--- src/rtl/cr_wb_queue.sv ---
// cr_wb_queue: in-order, field-masked write-back queue that sits in front of the
// condition register. It buffers CR updates, retires at most one per cycle and
// presents a forwarded CR view (committed value merged with all pending updates).
// Optional build macro CR_WB_BYPASS_EN: an update arriving while the queue is
// empty and retire is permitted goes straight to CR in the same cycle.
module cr_wb_queue #(
    parameter int unsigned DEPTH    = 4,
    parameter int unsigned CR_WIDTH = 32
) (
    input  logic                        clk,
    input  logic                        rst,
    input  logic                        in_valid,
    output logic                        in_ready,
    input  logic [CR_WIDTH-1:0]         in_data,
    input  logic [7:0]                  in_fmask,
    input  logic                        retire_en,
    input  logic                        flush,
    input  logic [CR_WIDTH-1:0]         cr_q,
    output logic                        cr_wr,
    output logic [CR_WIDTH-1:0]         cr_wd,
    output logic [CR_WIDTH-1:0]         fwd_cr,
    output logic [$clog2(DEPTH):0]      count
);

    localparam int unsigned PTR_W   = (DEPTH > 1) ? $clog2(DEPTH) : 1;
    localparam int unsigned CNT_W   = $clog2(DEPTH) + 1;
    localparam int unsigned NFIELD  = 8;
    localparam int unsigned FIELD_W = CR_WIDTH / NFIELD;

    logic [CR_WIDTH-1:0] data_q  [DEPTH];
    logic [NFIELD-1:0]   fmask_q [DEPTH];
    logic [PTR_W-1:0]    head_q;
    logic [PTR_W-1:0]    tail_q;
    logic [CNT_W-1:0]    count_q;

    logic                push_c;
    logic                retire_c;
    logic                bypass_c;
    logic [CR_WIDTH-1:0] fwd_acc_c;

    // Expand an 8-bit field mask to a per-bit CR mask.
    function automatic logic [CR_WIDTH-1:0] expand(input logic [NFIELD-1:0] m);
        logic [CR_WIDTH-1:0] e;
        e = '0;
        for (int i = 0; i < int'(NFIELD); i++) begin
            e[i*FIELD_W +: FIELD_W] = {FIELD_W{m[i]}};
        end
        return e;
    endfunction

    // Replace the masked fields of base with the corresponding fields of upd.
    function automatic logic [CR_WIDTH-1:0] merge(input logic [CR_WIDTH-1:0] base,
                                                  input logic [CR_WIDTH-1:0] upd,
                                                  input logic [NFIELD-1:0]   m);
        logic [CR_WIDTH-1:0] e;
        e = expand(m);
        return (base & ~e) | (upd & e);
    endfunction

    // Handshake, retire and bypass decisions; reset and flush suppress all activity.
    always_comb begin
        in_ready = rst || (count_q < CNT_W'(DEPTH));
        retire_c = !rst && (count_q != '0) && retire_en && !flush;
`ifdef CR_WB_BYPASS_EN
        bypass_c = !rst && (count_q == '0) && retire_en && !flush && in_valid && (in_fmask != '0);
`else
        bypass_c = 1'b0;
`endif
        // An all-zero mask is accepted but changes nothing, so it is never stored.
        push_c   = !rst && in_valid && in_ready && !flush && (in_fmask != '0) && !bypass_c;
    end

    // CR write port: oldest entry when retiring, the live request when bypassing.
    always_comb begin
        cr_wr = 1'b0;
        cr_wd = cr_q;
        if (retire_c) begin
            cr_wr = 1'b1;
            cr_wd = merge(cr_q, data_q[head_q], fmask_q[head_q]);
        end else if (bypass_c) begin
            cr_wr = 1'b1;
            cr_wd = merge(cr_q, in_data, in_fmask);
        end
    end

    // Forwarded view: committed CR overlaid with pending entries, oldest first.
    always_comb begin
        logic [PTR_W-1:0] idx;
        fwd_acc_c = cr_q;
        idx       = '0;
        for (int k = 0; k < int'(DEPTH); k++) begin
            idx = PTR_W'(head_q + PTR_W'(k));
            if (CNT_W'(k) < count_q) begin
                fwd_acc_c = merge(fwd_acc_c, data_q[idx], fmask_q[idx]);
            end
        end
        fwd_cr = rst ? cr_q : fwd_acc_c;
        count  = rst ? '0 : count_q;
    end

    // Circular buffer storage, pointers and occupancy.
    always_ff @(posedge clk) begin
        if (rst) begin
            head_q  <= '0;
            tail_q  <= '0;
            count_q <= '0;
            for (int i = 0; i < int'(DEPTH); i++) begin
                data_q[i]  <= '0;
                fmask_q[i] <= '0;
            end
        end else if (flush) begin
            head_q  <= tail_q;
            count_q <= '0;
        end else begin
            if (push_c) begin
                data_q[tail_q]  <= in_data;
                fmask_q[tail_q] <= in_fmask;
                tail_q          <= PTR_W'(tail_q + PTR_W'(1));
            end
            if (retire_c) begin
                head_q <= PTR_W'(head_q + PTR_W'(1));
            end
            if (push_c && !retire_c) begin
                count_q <= CNT_W'(count_q + CNT_W'(1));
            end else if (!push_c && retire_c) begin
                count_q <= CNT_W'(count_q - CNT_W'(1));
            end
        end
    end

endmodule

--- config.mk ---
export PLATFORM = sky130hd
export DESIGN_NAME = cr_wb_queue
export DESIGN_NICKNAME = d
export VERILOG_FILES = /design/src/rtl/cr_wb_queue.sv
export SDC_FILE = /design/constraint.sdc
export NUM_CORES = 1
export LEC_CHECK = 0
export ABC_AREA = 1
export CAP_MARGIN = 5
export CORE_MARGIN = 2
export CORE_UTILIZATION = 54
export DETAILED_ROUTE_END_ITERATION = 12
export HOLD_SLACK_MARGIN = 0.05
export PLACE_DENSITY = 0.77
export REMOVE_ABC_BUFFERS = 1
export SYNTH_ARGS = -nofsm -noshare
export SYNTH_HDL_FRONTEND = slang
export SYNTH_SLANG_ARGS = --single-unit
--- constraint.sdc ---
create_clock -name clk -period 11.65 [get_ports clk]
set_clock_uncertainty 0.05 [all_clocks]
set_input_delay 2.33 -clock clk [delete_from_list [all_inputs] [get_ports clk]]
set_output_delay 2.33 -clock clk [all_outputs]
set_load 0.1 [all_outputs]
# ---- Yosys cells after proc, flatten, opt, wreduce, memory -nomap -nowiden
# Memory sizes are Yosys's and may differ from the RTL's. A register that Yosys moved wholly into a read port is not among the register bits.
# Index checks and enable logic that the tools add are counted.
dict set report totals {
  wordCells 83
  mem_bits_rw 160
  mem_count 2
  ff_bits 7
}
dict set report classes {
  reduce_logical 22
  n_lt_le_gt_ge 5
  addsub 6
  n_mux 28
  bitwise 17
}
# memory depth width rd rd_ports_with_merged_regs write_ports line_no
set mem_list {}
lappend mem_list {data_q 4 32 4 1 4 30} ;# logic [CR_WIDTH-1:0] data_q [DEPTH];
lappend mem_list {fmask_q 4 8 4 1 4 31} ;# logic [NFIELD-1:0] fmask_q [DEPTH];
# operator count
set op_table {}
lappend op_table {{32-bit AND} 8}
lappend op_table {{32-bit two-way mux} 7}
lappend op_table {{32-bit NOT} 4}
lappend op_table {{32-bit OR} 4}
lappend op_table {{32-bit OR reduction} 1}
lappend op_table {{2-bit two-way mux} 8}
lappend op_table {{1-bit logical AND} 9}
lappend op_table {{1-bit two-way mux} 9}
lappend op_table {{3-bit two-way mux} 3}
lappend op_table {{8-bit two-way mux} 1}
lappend op_table {{8-bit nonzero test} 1}
lappend op_table {{8-bit OR reduction} 1}
lappend op_table {{1-bit by 3-bit < comparator with 1-bit output, first input constant} 2}
lappend op_table {{2-bit by 3-bit < comparator with 1-bit output, first input constant} 2}
lappend op_table {{2-bit by 1-bit adder with 2-bit output, second input constant} 2}
lappend op_table {{2-bit adder, second input constant} 2}
lappend op_table {{1-bit logical NOT} 4}
lappend op_table {{2-bit nonzero test} 2}
lappend op_table {{3-bit by 1-bit adder with 3-bit output, second input constant} 1}
lappend op_table {{3-bit < comparator, second input constant} 1}
lappend op_table {{3-bit nonzero test} 1}
lappend op_table {{3-bit by 1-bit subtractor with 3-bit output, second input constant} 1}
lappend op_table {{2-bit AND reduction} 1}
lappend op_table {{2-bit OR reduction} 1}
lappend op_table {{2 further kinds} 2}

# ---- Depth between registers and ports, before layout
# Gate-level depths: netlist of run 1.
dict set report logic_depth {
  ltp_word 14
  ltp_mapped 14
  mapped_depth_nobuf 12
}

# ---- Least setup slack after synthesis of run 1
# Ideal clock, no wire load.
dict set report synth_timing {
  path_kind {in2out}
  startpoint {input port rst}
  endpoint {output port cr_wd[16]}
  setup_slack_ps 3896
  arrival_time_ps 5374
  path_stages 7
  t_required_ps 9270
  n_path_buf 3
  cell_sequence {buf_2 nor2_2 nand3_1 inv_1 buf_2 buf_2 o21ai_0}
}
dict set report synth_via {
  elab_chain_cells 5
}
# element line_no
set synth_rtl {}
lappend synth_rtl {{from (decl)} 11} ;# input logic rst,
lappend synth_rtl {{1-bit logical NOT} 63} ;# retire_c = !rst && (count_q != '0) && retire_en && !flush;
lappend synth_rtl {{1-bit logical AND (3 in a row)} 63}
lappend synth_rtl {{32-bit two-way mux} 77} ;# if (retire_c) begin
lappend synth_rtl {{to (decl)} 20} ;# output logic [CR_WIDTH-1:0] cr_wd,
# No other way between the ends.

# ---- Worst setup path after layout of run 1
dict set report layout_timing {
  startpoint {input port flush}
  endpoint {output port cr_wd[30]}
}
dict set report layout_via {
  elab_chain_cells 3
}
# element line_no
set layout_rtl {}
lappend layout_rtl {{from (decl)} 17} ;# input logic flush,
lappend layout_rtl {{1-bit logical NOT} 63}
lappend layout_rtl {{1-bit logical AND} 63}
lappend layout_rtl {{32-bit two-way mux} 77}
# No other way between the ends.

==> metrics.log, run 1 <==
INFO  metric status = finished clean
INFO  metric ys_top_cells_by_area = sky130_fd_sc_hd__edfxtp_1, sky130_fd_sc_hd__nand2_1, sky130_fd_sc_hd__nand3_1
INFO  metric layout-drive-gt1-share = 4.01%
INFO  metric yosys_register_bits = 169
INFO  metric routed_via_density = 5.58
INFO  metric grt_overflow_total = 0
INFO  metric synth_to_final_area_change = 14.0%
INFO  metric antennaDiodeCount = 0
INFO  metric placement.io_buffers = 145
INFO  metric async_flop_share = 0%
INFO  metric yosys.cell_count.top_type = sky130_fd_sc_hd__nand2_1
INFO  metric cts.sink_count = 169
INFO  metric cts-root-buf = sky130_fd_sc_hd__clkbuf_16
INFO  metric report.final.setup_viol = 0
INFO  metric critical_path_arrival = 5520 ps
INFO  metric vdd_ir_drop_max = 0.000115 V
INFO  metric drv.max_cap_violation_count = 0
INFO  metric largest_net_degree_at_the_start_of_global_routing = 93
INFO  metric path_cells = clkdlybuf4s50_1 > nor2_2 > nand3_1 > inv_2 > nand3_1 > o21ai_0 > clkdlybuf4s50_1
INFO  metric hold_path_class = reg -> reg
INFO  metric storage_element_area = 0.00499 mm²
INFO  metric finalCritPeriodShare = 67.8%
INFO  metric first_pass_iters = 8
INFO  metric ys_seq_area_share = 36.6%
INFO  metric ys_dominant_reg_cell = sky130_fd_sc_hd__edfxtp_1
INFO  metric clock_insertion_delay_worst_skew = 430 ps
INFO  metric grt_pass1_wl = 66600 µm
INFO  metric timing.hold.worst.start = tail_q[0]
INFO  metric maxSlewHeadroom = 24.4%
INFO  metric floorplan.core_area = 0.0250 mm²
INFO  metric clockBufferDepth = 2
INFO  metric post-place-ws = 3790 ps
INFO  metric crit_required = 9270 ps
INFO  metric design.portCount = 146
INFO  metric critical_path.n_buffers_inverters = 3
INFO  metric cts_inserted_buffers = 17
INFO  metric worstSetupEndpointType = output port
INFO  metric critical_path.startpoint = flush
INFO  metric wirelength = 43400 µm
INFO  metric post_placement_cell_count = 2569
INFO  metric grt_setup_unrepaired = false
INFO  metric die_width = 163 µm
INFO  metric route.detailed.wl_per_inst = 16.7 µm
INFO  metric post_cts_resized = 0
INFO  metric crit_slowest_cell = sky130_fd_sc_hd__clkdlybuf4s50_1
INFO  metric cts_tree = built
INFO  metric multi_input_area = 0.00729 mm²
INFO  metric postRouteAntennaNets = 0
INFO  metric min_period = 7900 ps
INFO  metric remaining_drc_errors = 0
INFO  metric power_leakage = 7.57 nW
INFO  metric fill_cells = 2271
INFO  metric synth.largest_area_cell = sky130_fd_sc_hd__edfxtp_1
INFO  metric avgSynthCellArea = 6.21 µm²
INFO  metric via_count_of_the_first_global_routing_pass = 13600
INFO  metric area_share_of_the_largest_cell_type_after_synthesis = 35.3%
INFO  metric hold_viol = 0
INFO  metric dp_hpwl = 25400 µm
INFO  metric number_of_synthesized_flops_with_an_enable_pin = 160
INFO  metric crit_family = buffers and inverters
INFO  metric place.gp.congestion = 0.882
INFO  metric finalWorstSetupSlack = 3750 ps
INFO  metric timing_worst_slew_pin_value = 1130 ps
INFO  metric ctsHtreeMaxLevel = 4
INFO  metric dr_total_vias = 14500
INFO  metric timing.rr.start = count_q[2]
INFO  metric crit_path_start_kind = primary input
INFO  metric postCtsSetupRepairBufs = 0
INFO  metric std_cell_rows = 58
INFO  metric max_freq = 127 MHz
INFO  metric powerDensity = 109 mW/mm²
INFO  metric ctsHoldBuffers = 0
INFO  metric initial_antenna_violation_count = 1
INFO  metric synth_common_cells = sky130_fd_sc_hd__nand2_1, sky130_fd_sc_hd__nor2_1, sky130_fd_sc_hd__inv_1
INFO  metric drtIter0Drc = 1408
INFO  metric final_area = 0.0155 mm²
INFO  metric finish.net_count = 2339
INFO  metric timing.setup.tns = 0 ps
INFO  metric placement_cell_area = 0.0150 mm²
INFO  metric post_synth_instance_area = 0.0136 mm²
INFO  metric warning_count_from_the_yosys_run = 0
INFO  metric design.die.area = 0.0265 mm²
INFO  metric synthesis.instances = 2193
INFO  metric yosys.cell_types.count = 32
INFO  metric slew_violations = 0
INFO  metric global_route.usage.total = 32.4%
INFO  metric die_height = 163 µm
INFO  metric worst-path-max-fanout = 67
INFO  metric longest_individual_stage_delay_on_the_worst_path = 1190 ps
INFO  metric final-instance-count-excl-fill = 2601
INFO  metric worstSetupPathType = in -> out
INFO  metric initial_standard_cell_utilization_of_the_core = 54.6%
INFO  metric clkTransAtPathRegs = 60 ps
[power by group]
group          internal (mW)  leakage (nW)  switching, mW
registers              0.694          1.73         0.0195
logic                  0.127          5.61          0.351
clock network          0.268         0.230          0.230
total                   1.09          7.57          0.601
[sequential cells by signal, indices dropped and copies added, names as in the netlist, named ones only]
| register | cells |
|---|---|
| count_q | 3 |
| data_q | 128 |
| fmask_q | 32 |
| head_q | 2 |
| tail_q | 2 |
[metal layers]
metal / GRT usage, % / up-vias / wire length, µm
met2: 56.6 / 813 / 21000
met5: 0 / - / 16
met4: 17.9 / 2 / 1600
met3: 5.04 / 131 / 4670
li1: - / 7058 / -
met1: 38.1 / 6520 / 16100
[worst min-delay path: cells and delay by family, from the launching register on]
| family | cells | cell delay [ps] |
|---|---|---|
| AO/OA/AOI/OAI | 1 | 160 |
| flip-flops | 1 | 350 |
| AND/OR/NAND/NOR | 1 | 40 |
[stage by stage]
stage | power (mW) | util [%] | hold WS, ps
floorplan | 1.05 | - | 446
detailed placement | 1.20 | 60.2 | 533
finish | 1.69 | 62.2 | 547
global placement | 1.19 | 60.2 | 527
CTS | 1.68 | 62.2 | 544
global route | 1.75 | 62.2 | 580
[layout make-up]
type / instances / share of cell area, %
inverters: 205 / 4.99
clock inverters: 10 / 0.354
well taps: 330 / 2.66
repair buffers: 162 / 10.1
flip-flops and latches: 169 / 32.1
clock buffers: 22 / 2.86
multi-input cells: 1703 / 46.9
[placed cells by master, fill, tap and decap left out, types with 7 or more instances in the layout]
cell type,synthesis,final
sky130_fd_sc_hd__buf_4,16,17
sky130_fd_sc_hd__inv_1,188,187
sky130_fd_sc_hd__nor2_1,205,204
sky130_fd_sc_hd__dfxtp_1,9,7
sky130_fd_sc_hd__nor2_2,13,11
sky130_fd_sc_hd__o21ai_0,65,63
sky130_fd_sc_hd__nand4_1,13,13
sky130_fd_sc_hd__nand3_1,167,167
sky130_fd_sc_hd__nand2_1,1088,1086
sky130_fd_sc_hd__inv_2,7,7
sky130_fd_sc_hd__nor2_4,5,8
sky130_fd_sc_hd__clkinv_1,8,12
sky130_fd_sc_hd__a31oi_1,25,25
sky130_fd_sc_hd__a22oi_1,33,33
sky130_fd_sc_hd__a21oi_1,62,62
sky130_fd_sc_hd__clkdlybuf4s50_1,0,144
sky130_fd_sc_hd__edfxtp_1,160,160
sky130_fd_sc_hd__clkbuf_16,0,17
[final timing paths]
check / endpoint / slack, ps / depth (start not counted)
worst max-delay path: cr_wd[30] / 3750 / 7
worst min-delay path: tail_q[0] / 550 / 2
worst max register to register: data_q[2][24] / 7740 / 7
worst min register to register: tail_q[0] / 550 / 2
[kinds of logic (layout without fill, tap and decap cells)]
kind of cell | after synthesis | after routing | synth area share, %
adders and majority gates | 4 | 4 | 0.367
DFF | 169 | 169 | 36.6
AOI/OAI and AO/OA | 192 | 192 | 8.12
xor gates and xnor gates | 1 | 1 | 0.0643
and+or+nand+nor | 1506 | 1506 | 44.6
buffers and inverters | 321 | 399 | 10.3
No activity file was read; power rests on OpenSTA's default activity.
==> run 2, diff against run 1 <==
Clock period 11.65 ns to 7.9 ns, I/O delays scaled along.
==> run 2 against run 1 <==
Non-clock buffer count is 3 higher. Count of clock-buffer cells in the layout up 1. Critical path depth increased by 7. Register-to-register slack worse by 3600 ps. Largest power group unchanged. Final cell count grew 0.12%. Worst hold slack improved by 15 ps. Setup slack got worse by 2400 ps. Design area up 0.55%. Sequential power up 47%. Largest cell class unchanged. Total power grew 53%.
==> metrics.log, run 2 (synthesis gave the netlist of run 1 again) <==
INFO  metric design.die.area = 0.0265 mm² (unchanged)
INFO  metric maxSlewHeadroom = 21.8% (was 24.4%)
INFO  metric clockBufferDepth = 2 (unchanged)
INFO  metric antennaDiodeCount = 0 (unchanged)
INFO  metric drtIter0Drc = 1676 (was 1408)
INFO  metric finish.net_count = 2342 (was 2339)
INFO  metric drv.max_cap_violation_count = 0 (unchanged)
INFO  metric powerDensity = 166 mW/mm² (was 109 mW/mm²)
INFO  metric layout-drive-gt1-share = 4.31% (was 4.01%)
INFO  metric grt_pass1_wl = 68100 µm (was 66600 µm)
INFO  metric cts_tree = built (unchanged)
INFO  metric ctsHtreeMaxLevel = 4 (unchanged)
INFO  metric ctsHoldBuffers = 0 (unchanged)
INFO  metric ff_to_ff_end = data_q[3][18] (was data_q[2][24])
INFO  metric largest_registers = data_q x128, fmask_q x32, count_q x3 (unchanged)
INFO  metric route.detailed.wl_per_inst = 16.6 µm (was 16.7 µm)
INFO  metric initial_antenna_violation_count = 0 (was 1)
INFO  metric min_period = 6500 ps
INFO  metric place.gp.congestion = 0.911 (was 0.882)
INFO  metric routed_via_density = 5.62 (was 5.58)
INFO  metric worstSetupEndpointType = output port (unchanged)
INFO  metric report.final.setup_viol = 0 (unchanged)
INFO  metric cts-root-buf = sky130_fd_sc_hd__clkbuf_16 (unchanged)
INFO  metric dp_hpwl = 25800 µm (was 25400 µm)
INFO  metric dr_total_vias = 14600 (was 14500)
INFO  metric floorplan.core_area = 0.0250 mm² (unchanged)
INFO  metric remaining_drc_errors = 0 (unchanged)
INFO  metric status = finished clean (unchanged)
INFO  metric worstSetupPathType = reg -> out (was in -> out)
INFO  metric vdd_ir_drop_max = 0.000172 V (was 0.000115 V)
INFO  metric slew_violations = 0 (unchanged)
INFO  metric hold_slack = 562 ps (was 547 ps)
INFO  metric worst-path-max-fanout = 42 (was 67)
INFO  metric r2r_slack = 4100 ps (was 7740 ps)
INFO  metric largest_net_degree_at_the_start_of_global_routing = 93 (unchanged)
INFO  metric first_pass_iters = 5 (was 8)
INFO  metric crit_path_start_kind = flip-flop (was primary input)
INFO  metric worstHoldEndpoint = tail_q[1] (was tail_q[0])
INFO  metric timing.rr.start = count_q[2] (unchanged)
INFO  metric finalCritPeriodShare = 82.3%
INFO  metric crit_required = 6270 ps (was 9270 ps)
INFO  metric grt_setup_unrepaired = false (unchanged)
INFO  metric worstHoldPathCells = 2 (unchanged)
INFO  metric design.portCount = 146 (unchanged)
INFO  metric cts_inserted_buffers = 17 (unchanged)
INFO  metric max_freq = 154 MHz
INFO  metric clkTransAtPathRegs = 60 ps (about the same)
INFO  metric max_ffs_per_register = 128 (unchanged)
INFO  metric post_cts_resized = 0 (unchanged)
INFO  metric timing.hold.worst.start = tail_q[1] (was tail_q[0])
INFO  metric timing.setup.tns = 0 ps (unchanged)
INFO  metric cts.sink_count = 169 (unchanged)
INFO  metric postCtsSetupRepairBufs = 0 (unchanged)
INFO  metric std_cell_rows = 58 (unchanged)
INFO  metric global_route.usage.total = 32.8% (was 32.4%)
INFO  metric placement.io_buffers = 145 (unchanged)
INFO  metric synth_to_final_area_change = 14.6% (was 14.0%)
INFO  metric hold_viol = 0 (unchanged)
INFO  metric postRouteAntennaNets = 0 (unchanged)
INFO  metric layout.cells.most_common = sky130_fd_sc_hd__nand2_1 (unchanged)
INFO  metric grt_overflow_total = 0 (unchanged)
INFO  metric wirelength = 43300 µm (was 43400 µm)
INFO  metric mostFrequentLayoutCells = sky130_fd_sc_hd__nand2_1, sky130_fd_sc_hd__nor2_1, sky130_fd_sc_hd__inv_1, sky130_fd_sc_hd__nand3_1, sky130_fd_sc_hd__edfxtp_1 (unchanged)
INFO  metric hold_path_class = reg -> reg (unchanged)
INFO  metric die_height = 163 µm (unchanged)
INFO  metric critical_path_arrival = 4870 ps (was 5520 ps)
INFO  metric fill_cells = 2286 (was 2271)
INFO  metric clock_insertion_delay_worst_skew = 430 ps (about the same)
INFO  metric timing_worst_slew_pin_value = 1170 ps (was 1130 ps)
INFO  metric initial_standard_cell_utilization_of_the_core = 54.6% (unchanged)
INFO  metric largest-register = data_q (unchanged)
INFO  metric worst_r2r_path_depth = 7 (unchanged)
INFO  metric power_leakage = 7.63 nW (was 7.57 nW)
INFO  metric die_width = 163 µm (unchanged)
INFO  metric via_count_of_the_first_global_routing_pass = 13700 (was 13600)
[run 2: cell types whose count changed in the layout (fill, tap and decap cells not counted), sizes merged]
cell / previous run / this run
buf: 18 / 23
bufinv: 0 / 3
clkbuf: 22 / 23
clkdlybuf4s50: 144 / 142
clkinv: 15 / 13
clkinvlp: 4 / 2
[run 2: how the worst max path moves through the flow]
stage	start	to	depth (start not counted)
3_3_place_gp	flush	cr_wd[21]	7
2_1_floorplan	rst	cr_wd[0]	4
6_report	head_q[0]	fwd_cr[20]	14
5_1_grt	head_q[0]	fwd_cr[20]	14
3_5_place_dp	flush	cr_wd[3]	7
4_1_cts	head_q[0]	fwd_cr[20]	14
[run 2: through the flow]
| step | instance area [µm²] | worst slack, ps | power, mW | util, % | cells |
|---|---|---|---|---|---|
| 6_report | 15600 | 1400 | 2.59 | 62.6 | 2604 |
| 5_1_grt | 15600 | 1170 | 2.69 | 62.6 | 2604 |
| 3_5_place_dp | 15100 | 1550 | 1.77 | 60.3 | 2572 |
| 2_1_floorplan | 13000 | 1250 | 1.56 | - | 2077 |
| 3_3_place_gp | 15100 | 1680 | 1.76 | 60.3 | 2572 |
| 4_1_cts | 15600 | 1480 | 2.58 | 62.6 | 2604 |
[run 2: layer usage]
layer / vias up / track usage (%) / share of wire [%]
met5: - / 0 / 0
met1: 6578 / 40.4 / 38
li1: 7062 / - / -
met3: 168 / 4.94 / 10
met4: 0 / 16.9 / 4.5
met2: 832 / 55.8 / 47
[run 2: critical path, cell delays in order (launching register included)]
cell                              delay (ps)
sky130_fd_sc_hd__dfxtp_2                 780
sky130_fd_sc_hd__inv_2                    70
sky130_fd_sc_hd__nand2_1                 470
sky130_fd_sc_hd__nand2_2                 800
sky130_fd_sc_hd__buf_4                   480
sky130_fd_sc_hd__nand2_1                  90
sky130_fd_sc_hd__nand3_2                 170
sky130_fd_sc_hd__nand2_1                 120
sky130_fd_sc_hd__inv_1                    40
sky130_fd_sc_hd__nand2_1                  60
sky130_fd_sc_hd__nand2_1                  50
sky130_fd_sc_hd__nand2_1                  50
sky130_fd_sc_hd__nand2_1                  70
sky130_fd_sc_hd__nand2_1                  60
sky130_fd_sc_hd__clkdlybuf4s50_1        1130
[run 2: cell type report]
class | count | area [µm²] | area share [%]
well taps | 330 | 413 | 2.64
multi-input cells | 1703 | 7280 | 46.6
repair buffers | 165 | 1590 | 10.2
clock inverters | 9 | 124 | 0.793
clock buffers | 23 | 448 | 2.87
flip-flops and latches | 169 | 4990 | 31.9
inverters | 205 | 776 | 4.97
[run 2: where the power goes]
group | internal, mW | switching (mW) | total [mW]
clock | 0.494 | 0.338 | 0.832
combinational | 0.188 | 0.517 | 0.705
sequential | 1.02 | 0.0309 | 1.05
==> run 3, diff against run 2 <==
Settings changed: CORE_UTILIZATION 54 to 53, PLACE_DENSITY 0.77 to 0.78.
Clock period 7.9 ns to 5.4 ns, I/O delays scaled along.
==> run 3 against run 2 <==
Sequential share of layout area is 1.6 points lower. Utilization up 2.7 points. First-iteration DRC count is 16% higher. Worst hold slack got worse by 15 ps. Critical path depth unchanged.
==> metrics.log, run 3 (synthesis gave the netlist of run 1 again) <==
INFO  metric hold_path_class = reg -> reg (unchanged)
INFO  metric timing_worst_slew_pin_value = 1090 ps (was 1170 ps)
INFO  metric cts_tree = built (unchanged)
INFO  metric largest-register = data_q (unchanged)
INFO  metric max_freq = 209 MHz
INFO  metric postCtsSetupRepairBufs = 0 (unchanged)
INFO  metric clockBufferDepth = 2 (unchanged)
INFO  metric min_period = 4790 ps
INFO  metric power = 4.05 mW (was 2.59 mW)
INFO  metric design.die.area = 0.0270 mm² (was 0.0265 mm²)
INFO  metric routed_via_density = 5.70 (was 5.62)
INFO  metric finish.net_count = 2350 (was 2342)
INFO  metric status = finished clean (unchanged)
INFO  metric finalWorstSetupSlack = 610 ps (was 1400 ps)
INFO  metric std_cell_rows = 58 (unchanged)
INFO  metric grt_overflow_total = 0 (unchanged)
INFO  metric layout.cells.most_common = sky130_fd_sc_hd__nand2_1 (unchanged)
INFO  metric wirelength = 44400 µm (was 43300 µm)
INFO  metric remaining_drc_errors = 0 (unchanged)
INFO  metric cts-root-buf = sky130_fd_sc_hd__clkbuf_16 (unchanged)
INFO  metric placement_cell_area = 0.0158 mm² (was 0.0151 mm²)
INFO  metric floorplan.core_area = 0.0252 mm² (was 0.0250 mm²)
INFO  metric drv.max_cap_violation_count = 0 (unchanged)
INFO  metric fill_cells = 2101 (was 2286)
INFO  metric crit_required = 4270 ps (was 6270 ps)
INFO  metric worst-path-max-fanout = 31 (was 42)
INFO  metric critical_path_arrival = 3660 ps (was 4870 ps)
INFO  metric crit_path_start_kind = flip-flop (unchanged)
INFO  metric slew_violations = 0 (unchanged)
INFO  metric layout-drive-gt1-share = 7.76% (was 4.31%)
INFO  metric ctsHtreeMaxLevel = 4 (unchanged)
INFO  metric synth_to_final_area_change = 20.6% (was 14.6%)
INFO  metric report.final.setup_viol = 0 (unchanged)
INFO  metric die_height = 164 µm (was 163 µm)
INFO  metric grt_setup_unrepaired = false (unchanged)
INFO  metric placement.io_buffers = 145 (unchanged)
INFO  metric place.gp.congestion = 0.866 (was 0.911)
INFO  metric power_leakage = 8.05 nW (was 7.63 nW)
INFO  metric design.portCount = 146 (unchanged)
INFO  metric wirelength_met1 = 16400 µm (was 16600 µm)
INFO  metric initial_standard_cell_utilization_of_the_core = 54.1% (was 54.6%)
INFO  metric hold_viol = 0 (unchanged)
INFO  metric dr_top_layer = met4 (unchanged)
INFO  metric detailroute.wirelength.met3 = 5270 µm (was 4380 µm)
INFO  metric finalCritPeriodShare = 88.7%
INFO  metric first_pass_iters = 7 (was 5)
INFO  metric cts.sink_count = 169 (unchanged)
INFO  metric drtIter0Drc = 1938 (was 1676)
INFO  metric global_route.usage.total = 33.1% (was 32.8%)
INFO  metric clock_insertion_delay_worst_skew = 430 ps (about the same)
INFO  metric final_area = 0.0164 mm² (was 0.0156 mm²)
INFO  metric hold_slack = 547 ps (was 562 ps)
INFO  metric grt_pass1_wl = 69500 µm (was 68100 µm)
INFO  metric multi_input_area = 0.00728 mm² (unchanged)
INFO  metric dr_wl_met2 = 20800 µm (was 20300 µm)
INFO  metric storage_element_area = 0.00499 mm² (unchanged)
INFO  metric largest_registers = data_q x128, fmask_q x32, count_q x3 (unchanged)
INFO  metric powerDensity = 247 mW/mm² (was 166 mW/mm²)
INFO  metric initial_antenna_violation_count = 0 (unchanged)
INFO  metric post-place-ws = 932 ps (was 1550 ps)
INFO  metric route.detailed.wl_per_inst = 17.0 µm (was 16.6 µm)
INFO  metric maxSlewHeadroom = 27.1% (was 21.8%)
INFO  metric die_width = 164 µm (was 163 µm)
INFO  metric worstSetupEndpointType = output port (unchanged)
INFO  metric dp_hpwl = 26700 µm (was 25800 µm)
INFO  metric post_cts_resized = 0 (unchanged)
INFO  metric max_ffs_per_register = 128 (unchanged)
INFO  metric postRouteAntennaNets = 0 (unchanged)
INFO  metric mostFrequentLayoutCells = sky130_fd_sc_hd__nand2_1, sky130_fd_sc_hd__nor2_1, sky130_fd_sc_hd__inv_1, sky130_fd_sc_hd__nand3_1, sky130_fd_sc_hd__edfxtp_1 (unchanged)
INFO  metric dr_total_vias = 14900 (was 14600)
INFO  metric antennaDiodeCount = 0 (unchanged)
INFO  metric ctsHoldBuffers = 0 (unchanged)
INFO  metric largest_net_degree_at_the_start_of_global_routing = 93 (unchanged)
INFO  metric r2r_slack = 2110 ps (was 4100 ps)
INFO  metric vdd_ir_drop_max = 0.000252 V (was 0.000172 V)
INFO  metric cts_inserted_buffers = 17 (unchanged)
INFO  metric clkTransAtPathRegs = 60 ps (about the same)
INFO  metric worstSetupPathType = reg -> out (unchanged)
INFO  metric via_count_of_the_first_global_routing_pass = 14100 (was 13700)
## run 3: changes by cell type in the layout (fill, tap and decap cells not counted)
cell and change:
sky130_fd_sc_hd__clkinv_4 +3, sky130_fd_sc_hd__bufinv_16 +2, sky130_fd_sc_hd__inv_2 +1, sky130_fd_sc_hd__buf_4 +5
sky130_fd_sc_hd__clkinv_2 -3, sky130_fd_sc_hd__buf_12 +67, sky130_fd_sc_hd__clkdlybuf4s50_1 -64, sky130_fd_sc_hd__clkinvlp_4 +4
sky130_fd_sc_hd__clkbuf_1 -6, sky130_fd_sc_hd__clkinv_1 -1
## run 3: routing by layer
layer  vias up  global-route usage (%)
li1       7071                       -
met1      6661                    41.1
met2       976                    56.0
met3       191                    4.37
met4         0                    17.7
met5         -                       0
## run 3: worst paths after layout
| path | from | end | depth (start not counted) |
|---|---|---|---|
| max reg2reg | count_q[2] | data_q[1][12] | 8 |
| min reg2reg | tail_q[0] | tail_q[0] | 2 |
| max | head_q[0] | fwd_cr[10] | 14 |
| min | tail_q[0] | tail_q[0] | 2 |
## run 3: power by group
part / total (mW) / switching (mW) / internal (mW)
combinational: 1.16 / 0.789 / 0.372
sequential: 1.54 / 0.0433 / 1.50
clock: 1.35 / 0.533 / 0.821
total: 4.05 / 1.37 / 2.69
## run 3: final cells by class
type,instances,area share [%]
clock inverter,15,1.38
sequential,169,30.3
tap,330,2.51
multi-input combinational,1703,44.3
inverter,205,4.71
timing repair buffer,173,14.2
clock buffer,17,2.59
## run 3: through the flow
stage          setup TNS (ps)  util (%)  std cells
3_3_place_gp                0      62.7       2580
3_5_place_dp                0      62.7       2580
6_report                    0      65.3       2612
4_1_cts                     0      65.3       2612
2_1_floorplan          -67150         -       2077
5_1_grt                     0      65.3       2612
## run 3: critical path, cell delays in order, from the launching register on
cell                      delay [ps]
sky130_fd_sc_hd__dfxtp_2         360
sky130_fd_sc_hd__buf_4           400
sky130_fd_sc_hd__inv_2            60
sky130_fd_sc_hd__nand2_1         520
sky130_fd_sc_hd__nand2_2         650
sky130_fd_sc_hd__nand2_1         230
sky130_fd_sc_hd__nand3_2         210
sky130_fd_sc_hd__nand2_1         120
sky130_fd_sc_hd__inv_1            40
sky130_fd_sc_hd__nand2_1          80
sky130_fd_sc_hd__nand2_1          60
sky130_fd_sc_hd__nand2_1          70
sky130_fd_sc_hd__nand2_1          90
sky130_fd_sc_hd__nand2_1         130
sky130_fd_sc_hd__buf_12          180
==> variant, RTL diff (flow settings as in run 3) <==
Set the parameter `CR_WIDTH` to 48 (it was 32).
--- a/src/rtl/cr_wb_queue.sv
+++ b/src/rtl/cr_wb_queue.sv
@@ -5,7 +5,7 @@
 // empty and retire is permitted goes straight to CR in the same cycle.
 module cr_wb_queue #(
     parameter int unsigned DEPTH    = 4,
-    parameter int unsigned CR_WIDTH = 32
+    parameter int unsigned CR_WIDTH = 48
 ) (
     input  logic                        clk,
     input  logic                        rst,
Ports: changed (resized cr_q, cr_wd, fwd_cr and in_data); port bits go from 146 to 210. The function was not compared with the original's and may differ.
==> variant against run 3 <==
Synthesized cell count up 40%; sequential share of layout area up 0.27 points; final area up 37%; sequential cell count up 64; wire length up 49%; clock power up 45%; area after synthesis up 37%; non-clock buffer count up 82; power up 42%; setup slack worse by 320 ps; largest cell class unchanged; largest power group unchanged.
==> variant: results (changes against run 3) <==
[status]
outcome = finished, final reports clean

[layout]
reg_top3 = data_q: 192 flops, fmask_q: 32 flops, count_q: 3 flops
drive_gt1_share_pct = 6.96  ; -0.80 points
final_nets = 3287  ; +40%
final_cells = 3646  ; +40%

[synthesis]
synth_compound_area_share_pct = 8.04  ; -0.088 points
ys_warn_count = 0  ; unchanged
synth.distinct_cells = 28  ; -13%
ys_seq_area_share_pct = 36.9  ; +0.30 points
synthTopCellsByCount = 1555 x nand2_1, 297 x nor2_1, 246 x inv_1
synth.avg_cell_area_um2 = 6.09  ; -2.1%
ys_top_cells_by_area = edfxtp_1 36%, nand2_1 31%, nand3_1 6.4%, nor2_1 6.0%, inv_1 4.9%
synthAdderAreaFrac_pct = 0.267  ; -0.10 points

[placement]
globalplace.congestion = 0.891  ; +2.9%
io_buffers = 209  ; +44%
dp_hpwl_um = 40300  ; +51%

[drt]
wl_met3_um = 8820  ; +67%
wl_met1_um = 23000  ; +40%
wl_um = 66000  ; +49%
first_iter_violations = 2593  ; +34%
dr_wl_met2_um = 30600  ; +47%
firstDrtPassIters = 9  ; +2

[worst_setup_path]
cp-endpoint = fwd_cr[18]
worst-path-max-fanout = 66  ; +110%
r2r_slack_ps = 2530  ; +420 ps
ff2ff_path_depth = 8  ; unchanged
arrival_ps = 3980  ; +320 ps

[timing]
tightestPinTransition_ps = 1200  ; +106 ps
holdWs_ps = 505  ; -41.5 ps
fmax_mhz = 196  ; -6.3%
final-setup-viol-count = 0  ; unchanged

[power_and_ir_drop]
p_sw_share_pct = 34.3  ; +0.60 points
p_leak_uw = 0.0112  ; +40%
peakVddDrop_mv = 0.192  ; -24%

[clock_network]
cts_made_buffers = 27  ; +10
htree_levels = 1  ; -3
clk_path_buf_depth = 3  ; +1
clk_latency_ps = 550  ; +120 ps

[worst_hold_path]
hold_path_class = reg2reg
worst_hold_startpoint = tail_q[1]

[global_route]
grt_max_degree = 67  ; -28%
grt_pass1_wl_um = 103000  ; +47%

-- variant: power groups by stage --
stage	sequential, uW	combinational [uW]	clock (uW)
detailed placement	2170	1630	0
CTS	2130	1640	1950
floorplan	2160	1020	0
global route	2150	1760	2010
global placement	2160	1610	0
finish	2140	1660	1960
-- variant: worst max-delay path, cell delays in order, from the launching register on --
cell and delay, ps:
dfxtp_4 750, nand2_1 370, nand2_4 730, a21oi_1 90
nor2_1 800, a31oi_1 180, nand2_1 200, nand2_1 120
buf_12 180
-- variant: cell type report --
class / count / area (um2)
inverters: 268 / 1010
multi-input cells: 2389 / 9990
flip-flops and latches: 233 / 6920
repair buffers: 255 / 3190
fillers: 3007 / 12100
clock inverters: 15 / 231
clock buffers: 31 / 691
well taps: 455 / 569
-- variant: layer usage --
| metal | vias to the layer above | global-route usage, % |
|---|---|---|
| met4 | 0 | 20.2 |
| met5 | - | 0 |
| met2 | 1522 | 59.6 |
| met1 | 9438 | 42.1 |
| li1 | 9904 | - |
| met3 | 311 | 6.94 |
